## config.mk

```make
export PLATFORM = sky130hd
export DESIGN_NAME = rr_mux_arbiter
export DESIGN_NICKNAME = d
export VERILOG_FILES = /design/src/rtl/rr_mux_arbiter.sv
export SDC_FILE = /design/constraint.sdc
export NUM_CORES = 1
export LEC_CHECK = 0
export CAP_MARGIN = 20
export CORE_MARGIN = 3
export CORE_UTILIZATION = 55
export DETAILED_ROUTE_END_ITERATION = 6
export GPL_ROUTABILITY_DRIVEN = 0
export PLACE_DENSITY = 0.87
export SLEW_MARGIN = 20
export SYNTH_ARGS = -nofsm -noshare
export SYNTH_HDL_FRONTEND = slang
export SYNTH_SLANG_ARGS = --single-unit
```

## constraint.sdc

```tcl
create_clock -name clk -period 7.1 [get_ports clk]
set_input_delay 1.065 -clock clk [delete_from_list [all_inputs] [get_ports clk]]
set_output_delay 1.065 -clock clk [all_outputs]
set_load 0.01 [all_outputs]
```

## src/rtl/rr_mux_arbiter.sv

```systemverilog
// Round-robin arbiter that muxes M requesters into one registered output slot.
// A single-entry buffer (EMPTY/FULL) accepts one word per cycle when it is empty or being drained.
module rr_mux_arbiter #(
   parameter int NUM_OF_INPUTS = 5,
   parameter int INPUT_WIDTH   = 4
) (
   input  logic                             clk,
   input  logic                             rst,
   input  logic [NUM_OF_INPUTS-1:0]         req_valid,
   input  logic [INPUT_WIDTH-1:0]           req_data [NUM_OF_INPUTS],
   output logic [NUM_OF_INPUTS-1:0]         req_ready,
   output logic                             out_valid,
   output logic [INPUT_WIDTH-1:0]           out_data,
   input  logic                             out_ready,
   output logic [$clog2(NUM_OF_INPUTS)-1:0] out_sel,
   output logic [7:0]                       grant_cnt
);

   localparam int SEL_W = $clog2(NUM_OF_INPUTS);

   localparam logic [0:0] EMPTY = 1'b0;
   localparam logic [0:0] FULL  = 1'b1;

   // One extra bit so last_grant + k (k <= M) never overflows before the modulo fold.
   localparam logic [SEL_W:0]   M_EXT    = (SEL_W+1)'(NUM_OF_INPUTS);
   localparam logic [SEL_W-1:0] LAST_IDX = SEL_W'(NUM_OF_INPUTS - 1);

   logic [0:0]       state;
   logic [SEL_W-1:0] last_grant;
   logic [SEL_W-1:0] winner;
   logic             found;
   logic [SEL_W:0]   cand;
   logic             window_open;
   logic             accept;

   // Scan last_grant+1 .. last_grant+M (mod M); the first valid requester wins.
   always_comb begin
      found  = 1'b0;
      winner = '0;
      cand   = '0;
      for (int k = 1; k <= NUM_OF_INPUTS; k++) begin
         cand = {1'b0, last_grant} + (SEL_W+1)'(k);
         if (cand >= M_EXT) begin
            cand = cand - M_EXT;
         end
         if (!found && req_valid[cand[SEL_W-1:0]]) begin
            found  = 1'b1;
            winner = cand[SEL_W-1:0];
         end
      end
   end

   assign window_open = (state == EMPTY) || out_ready;
   assign accept      = !rst && window_open && found;
   assign out_valid   = (state == FULL);

   always_comb begin
      req_ready = '0;
      if (accept) begin
         req_ready[winner] = 1'b1;
      end
   end

   always_ff @(posedge clk) begin
      if (rst) begin
         state      <= EMPTY;
         out_data   <= '0;
         out_sel    <= '0;
         grant_cnt  <= '0;
         last_grant <= LAST_IDX;
      end else if (accept) begin
         // Covers both the empty fill and the back-to-back consume+accept case.
         state      <= FULL;
         out_data   <= req_data[winner];
         out_sel    <= winner;
         last_grant <= winner;
         grant_cnt  <= grant_cnt + 8'd1;
      end else if ((state == FULL) && out_ready) begin
         state <= EMPTY;
      end
   end

endmodule

```

### Yosys cells after proc, flatten, opt, wreduce, memory -nomap -nowiden

Index checks and enable logic that the tools add are counted.

* input port bits: 28
* register bits: 19
* memories kept: 0
* logic and storage cells: 79
* bits in latches: 0
* bits in writable memories: 0
* bits in read-only memories: 0

* equal/unequal tests: 0
* $lt $le $gt $ge: 13
* muxes and demuxes: 33
* reduce and logical (&&, ||, !) cells: 15
* divide/modulo/power cells: 0
* bitwise logic cells: 2
* shift operators: 0
* add/subtract/negate cells: 11
* $mul: 0

Operators by type and width (number)
* 3-bit two-way mux: 10
* 3-bit by 4-bit less-than comparator with 1-bit output (second input constant): 6
* 4-bit by 3-bit greater-or-equal comparator with 1-bit output (second input constant): 5
* 1-bit binary-select mux with 3-bit select: 5
* 3-bit subtractor (second input constant): 5
* 1-bit two-way mux: 13
* 4-bit binary-select mux with 3-bit select: 1
* 3-bit by 2-bit adder with 4-bit output (second input constant): 2
* 3-bit by 3-bit adder with 4-bit output (second input constant): 2
* 8-bit by 1-bit adder with 8-bit output (second input constant): 1
* 1-bit logical AND: 8
* 4-bit two-way mux: 2
* 1-bit zero test: 5
* 5-bit two-way mux: 1
* 3-bit by 1-bit adder with 4-bit output (second input constant): 1
* 4-bit greater-or-equal comparator (second input constant): 1
* 3-bit inverter with 4-bit output: 1
* 1-bit demux with 3-bit select: 1
* 3-bit by 1-bit greater-or-equal comparator with 1-bit output (second input constant): 1
* 2-bit nonzero test: 1
* 1-bit logical OR: 1
* 1-bit inverter: 1

### Depth between registers and ports, before layout

* depth in word-level cells: 23
* depth in mapped cells: 17
* gate-level depth less buffers: 14

### Worst setup path after synthesis

Ideal clock, no wire load.

* kind: register to output
* start point: register, netlist name out_sel[0]
* end point: output port req_ready[2]
* cell stages (with the launch flop): 15
* path slack: 2.457 ns
* buffers on the path: 2
* arrival: 3.578 ns
* required time: 6.035 ns
* cell sequence: dfxtp_1 buf_4 inv_2 ha_1 inv_1 fa_1 clkbuf_1 or3_1 o311ai_1 nor2_1 nand3b_2 o41ai_1 o21ai_0 or2_2 nor2_1

RTL lines
* end: declaration: RTL line 11 `output logic [NUM_OF_INPUTS-1:0] req_ready,`

==> report_table.html <==
<table>
<tr><th>Metric</th><th>Value</th></tr>
<tr><th colspan="2">Layout</th></tr>
<tr><td>Most common cell after layout, fill and taps aside</td><td>clkdlybuf4s50_1</td></tr>
<tr><td>Final core utilization</td><td>74.9%</td></tr>
<tr><td>Layout-stage area growth over the synthesis result</td><td>25.0%</td></tr>
<tr><td>Share of final-layout standard cells stronger than drive strength 1</td><td>6.56%</td></tr>
<tr><td>Finished layout cell area</td><td>2620 um2</td></tr>
<tr><td>Filler Cells Inserted</td><td>263</td></tr>
<tr><td>Count of placed standard cells in the final layout, fillers left out</td><td>351</td></tr>
<tr><td>Number of nets in the final layout</td><td>346</td></tr>
<tr><td>Leading cell types in the layout, fill and taps excluded</td><td>48 x clkdlybuf4s50_1, 31 x nor2_1, 17 x dfxtp_1, 15 x nand2_1, 14 x a21oi_1</td></tr>
<tr><td>Number of antenna diodes</td><td>0</td></tr>
<tr><th colspan="2">Setup path</th></tr>
<tr><td>Logic depth of the worst register-to-register path</td><td>14</td></tr>
<tr><td>Crit path DAT</td><td>4.87 ns</td></tr>
<tr><td>Critical Setup Path Class</td><td>register to primary output</td></tr>
<tr><td>Worst reg-to-reg setup slack</td><td>2.70 ns</td></tr>
<tr><td>Required time at the endpoint of the critical path</td><td>6.03 ns</td></tr>
<tr><td>Critical R2R Launch</td><td>out_sel[0]</td></tr>
<tr><td>Max stage delay on crit path</td><td>0.54 ns</td></tr>
<tr><td>Worst Setup Start Kind</td><td>register</td></tr>
<tr><td>Worst Path Buf+Inv</td><td>4</td></tr>
<tr><td>Top cell by count, worst path</td><td>nor2_1</td></tr>
<tr><td>CP cell instances</td><td>buf_4, inv_2, ha_1, inv_1, fa_1, or3_1, o311ai_1, nor2_1, nand3b_2, o41ai_1, o21ai_0, or2_2, nor2_1, clkdlybuf4s50_1</td></tr>
<tr><td>Worst r2r dst</td><td>out_data[2]</td></tr>
<tr><td>Top fanout value on the critical path</td><td>33</td></tr>
<tr><td>Kind of cell adding the most delay to the critical path</td><td>simple AND/OR/NAND/NOR gates</td></tr>
<tr><td>Kind of end point of the critical path</td><td>primary output</td></tr>
<tr><td>Slowest stage cell on the critical path</td><td>clkdlybuf4s50_1</td></tr>
<tr><th colspan="2">Timing</th></tr>
<tr><td>Period utilisation layout</td><td>83.7%</td></tr>
<tr><td>Worst slew margin relative to its limit</td><td>46.2%</td></tr>
<tr><td>RSZ-0062 raised after global routing</td><td>no</td></tr>
<tr><td>Worst-case clock skew</td><td>0.00205 ns</td></tr>
<tr><td>Fmax</td><td>168 MHz</td></tr>
<tr><td>Worst hold slack across all endpoints</td><td>0.506 ns</td></tr>
<tr><td>Final setup violation count</td><td>0</td></tr>
<tr><td>Aggregate negative setup slack</td><td>0 ns</td></tr>
<tr><td>Final critical-path required period</td><td>5.94 ns</td></tr>
<tr><td>Fin. Hold Viols</td><td>0</td></tr>
<tr><td>Slew at the pin closest to its max-slew limit</td><td>0.805 ns</td></tr>
<tr><td>Final Slew Violations</td><td>0</td></tr>
<tr><th colspan="2">Routing</th></tr>
<tr><td>Wire length per cell</td><td>17.1 um</td></tr>
<tr><td>Number of vias per cell after detailed routing</td><td>6.35</td></tr>
<tr><td>Wire length the detailed router placed on met1</td><td>2.65 mm</td></tr>
<tr><td>Highest metal used</td><td>met4</td></tr>
<tr><td>Sum of met2 wire segment lengths after detailed routing</td><td>2.79 mm</td></tr>
<tr><td>Met3 wire length</td><td>428 um</td></tr>
<tr><td>Overall routed net length</td><td>6.00 mm</td></tr>
<tr><td>Number of DRC markers in iteration 0</td><td>287</td></tr>
<tr><td>Number of nets still failing antenna checks after routing</td><td>0</td></tr>
<tr><td>Number of remaining DRC errors</td><td>0</td></tr>
<tr><td>Pre-antenna DRT Iters</td><td>4</td></tr>
<tr><td>Detailed-route via count</td><td>2228</td></tr>
<tr><th colspan="2">Hold path</th></tr>
<tr><td>End point of the worst hold path</td><td>out_valid</td></tr>
<tr><td>Source of the worst hold timing path</td><td>out_valid</td></tr>
<tr><td>Classification of the worst-slack hold path</td><td>register to register</td></tr>
<tr><td>Hold Crit Depth</td><td>2</td></tr>
<tr><th colspan="2">Clock network</th></tr>
<tr><td>CTS buffer count</td><td>3</td></tr>
<tr><td>Htree depth</td><td>1</td></tr>
<tr><td>Post-CTS setup buffer count</td><td>0</td></tr>
<tr><td>Master cell of the clock root buffer</td><td>clkbuf_8</td></tr>
<tr><td># resized after CTS</td><td>0</td></tr>
<tr><td>Clock latency reported for the late side of the worst-skew pair</td><td>0.25 ns</td></tr>
<tr><td>Count of hold-fix buffers inserted at cts</td><td>0</td></tr>
<tr><td>TritonCTS sink count</td><td>17</td></tr>
<tr><td>Number of buffers on the longest clock path</td><td>2</td></tr>
<tr><td>Post-CTS clock slew at the launch and capture registers of the worst setup and hold paths</td><td>0.06 ns</td></tr>
<tr><td>CTS tree</td><td>yes</td></tr>
<tr><th colspan="2">Power and ir drop</th></tr>
<tr><td>Power density normalized to cell area</td><td>595 nW/um2</td></tr>
<tr><td>Max rail drop VDD</td><td>0.385 mV</td></tr>
<tr><td>Part of the power in the clock network</td><td>4.6%</td></tr>
<tr><td>Internal Power</td><td>0.000723 W</td></tr>
<tr><td>Sw Pwr</td><td>0.000836 W</td></tr>
<tr><td>Logic gate share of total power</td><td>84.6%</td></tr>
<tr><td>Leak</td><td>1.05 nW</td></tr>
<tr><td>Net switching fraction of the power</td><td>53.6%</td></tr>
<tr><td>Power share of the sequential group</td><td>10.8%</td></tr>
<tr><th colspan="2">GRT</th></tr>
<tr><td>Congestion Overflow GR</td><td>0</td></tr>
<tr><td>Initial antenna violation count</td><td>0</td></tr>
<tr><td>Vias in the first global route</td><td>2029</td></tr>
<tr><td>Tot GR Track Use</td><td>27.6%</td></tr>
<tr><td>Wire length of the first global-routing pass</td><td>9.73 mm</td></tr>
<tr><td>Largest net degree at the start of global routing</td><td>34</td></tr>
<tr><th colspan="2">Synthesis</th></tr>
<tr><td>Flip-flop and latch count after synthesis</td><td>17</td></tr>
<tr><td>Syn Nets</td><td>306</td></tr>
<tr><td>Mean post-synth cell area</td><td>7.87 um2</td></tr>
<tr><td>Post-synthesis sequential area ratio</td><td>16.2%</td></tr>
<tr><td>Predominant post-synthesis flop cell</td><td>dfxtp_1</td></tr>
<tr><td>Fraction of registers with async set or reset after synthesis</td><td>0%</td></tr>
<tr><td>Synthesized area</td><td>2090 um2</td></tr>
<tr><td>Synthesized instance count</td><td>266</td></tr>
<tr><td>EDFF count, synth</td><td>0</td></tr>
<tr><td>Post-synthesis cell type count</td><td>66</td></tr>
<tr><td>Yosys Warn Count</td><td>0</td></tr>
<tr><th colspan="2">Run</th></tr>
<tr><td>Max cap viols</td><td>0</td></tr>
<tr><th colspan="2">Placement</th></tr>
<tr><td>HPWL after detailed placement</td><td>4.66 mm</td></tr>
<tr><td>Count of input and output buffers</td><td>48</td></tr>
<tr><td>Number of cells in the design after placement</td><td>347</td></tr>
<tr><td>Area of placed instances</td><td>2570 um2</td></tr>
<tr><th colspan="2">Run status</th></tr>
<tr><td>Run status</td><td>complete, no violations</td></tr>
<tr><th colspan="2">Floorplan</th></tr>
<tr><td>Core area</td><td>3490 um2</td></tr>
<tr><td>Total number of placement rows</td><td>21</td></tr>
<tr><td>Die area</td><td>4580 um2</td></tr>
<tr><td>Overall die height</td><td>67.7 um</td></tr>
<tr><td>Width of the die</td><td>67.7 um</td></tr>
<tr><td>Initial Utilization</td><td>59.9%</td></tr>
<tr><td>Count of boundary I/O pins</td><td>49</td></tr>
</table>
-- kinds of logic (layout without fill, tap and decap cells) --
family	after synthesis	in the layout	share of synthesized area (%)
AND/OR/NAND/NOR	109	109	27.6
AO/OA/AOI/OAI	78	78	30.8
flip-flops	17	17	16.2
adder cells (fa/ha/maj)	12	12	7.53
XOR/XNOR	13	13	5.79
buffers and inverters	23	62	5.02
multiplexers	14	14	6.99
-- Yosys cell counts, drive strengths merged (3+ instances only) --
cell	number	area, um2
a211o	5	43.8
a211oi	5	37.5
a21boi	3	33.8
a21oi	15	78.8
a31oi	4	25.0
a41o	3	30.0
and2	5	31.3
and3	5	31.3
buf	10	56.3
clkbuf	5	18.8
dfxtp	17	340
ha	11	138
inv	8	30.0
mux2i	12	120
nand2	16	67.6
nand2b	8	50.1
nand3	12	60.1
nand4	3	18.8
nor2	31	116
nor2b	7	43.8
nor3	4	20.0
nor3b	3	22.5
o211a	3	30.0
o211ai	3	36.3
o21ai	12	60.1
o221ai	5	43.8
o41ai	3	45.1
or2	3	18.8
or4	3	26.3
xnor2	6	52.6
xor2	7	68.8
-- per-stage QoR --
step	power [W]	setup WS (ns)
3_3_place_gp	0.00144	1.40
4_1_cts	0.00154	1.18
2_1_floorplan	0.00112	2.46
5_1_grt	0.00169	0.700
3_5_place_dp	0.00146	1.41
6_report	0.00156	1.16
-- sequential cells by signal, indices dropped and copies added, names as in the netlist --
name,flops
out_sel,3
out_data,4
last_grant,1
out_valid,1
grant_cnt,8
-- worst reg2reg max path: stages, from the launching register on --
cell and delay [ns]:
dfxtp_1 0.30, buf_4 0.23, inv_2 0.22, ha_1 0.20, inv_1 0.06, fa_1 0.49
or3_1 0.41, o311ai_1 0.39, nor2_1 0.12, nand3b_2 0.37, nor4_1 0.53, nor2b_1 0.31
a21oi_1 0.35, a211o_1 0.19, o221ai_1 0.11
-- per-layer routing --
layer / track usage (%) / vias to the layer above
met5: 0 / -
met4: 8.61 / 0
met3: 2.33 / 16
met2: 45.0 / 95
met1: 38.2 / 1047
li1: - / 1070
-- area by class of cell --
cell class              instances  area [um2]  area share, %
repair buffers                 50         495           18.9
well taps                      46        57.6           2.20
multi-input cells             226        1650           63.0
flip-flops and latches         17         340           13.0
clock buffers                   4        45.0           1.72
inverters                       8        30.0           1.15
-- worst max path at each step --
stage            startpoint            to  slack [ns]  cells after the start
3_5_place_dp   req_valid[0]  req_ready[3]        1.41                     11
2_1_floorplan    out_sel[0]  req_ready[2]        2.46                     14
5_1_grt          out_sel[1]  req_ready[2]        0.70                     11
3_3_place_gp   req_valid[0]  req_ready[3]        1.40                     11
6_report         out_sel[0]  req_ready[3]        1.16                     14
4_1_cts          out_sel[0]  req_ready[3]        1.18                     14
-- power groups by stage --
stage                     clock network [W]  logic, W  registers, W
after floorplan                           0  0.000953      0.000170
after global placement                    0   0.00127      0.000167
after detailed placement                  0   0.00129      0.000169
after CTS                         0.0000727   0.00130      0.000167
after global routing              0.0000762   0.00144      0.000174
final                             0.0000713   0.00132      0.000168
Power figures use the tool's default switching activity.
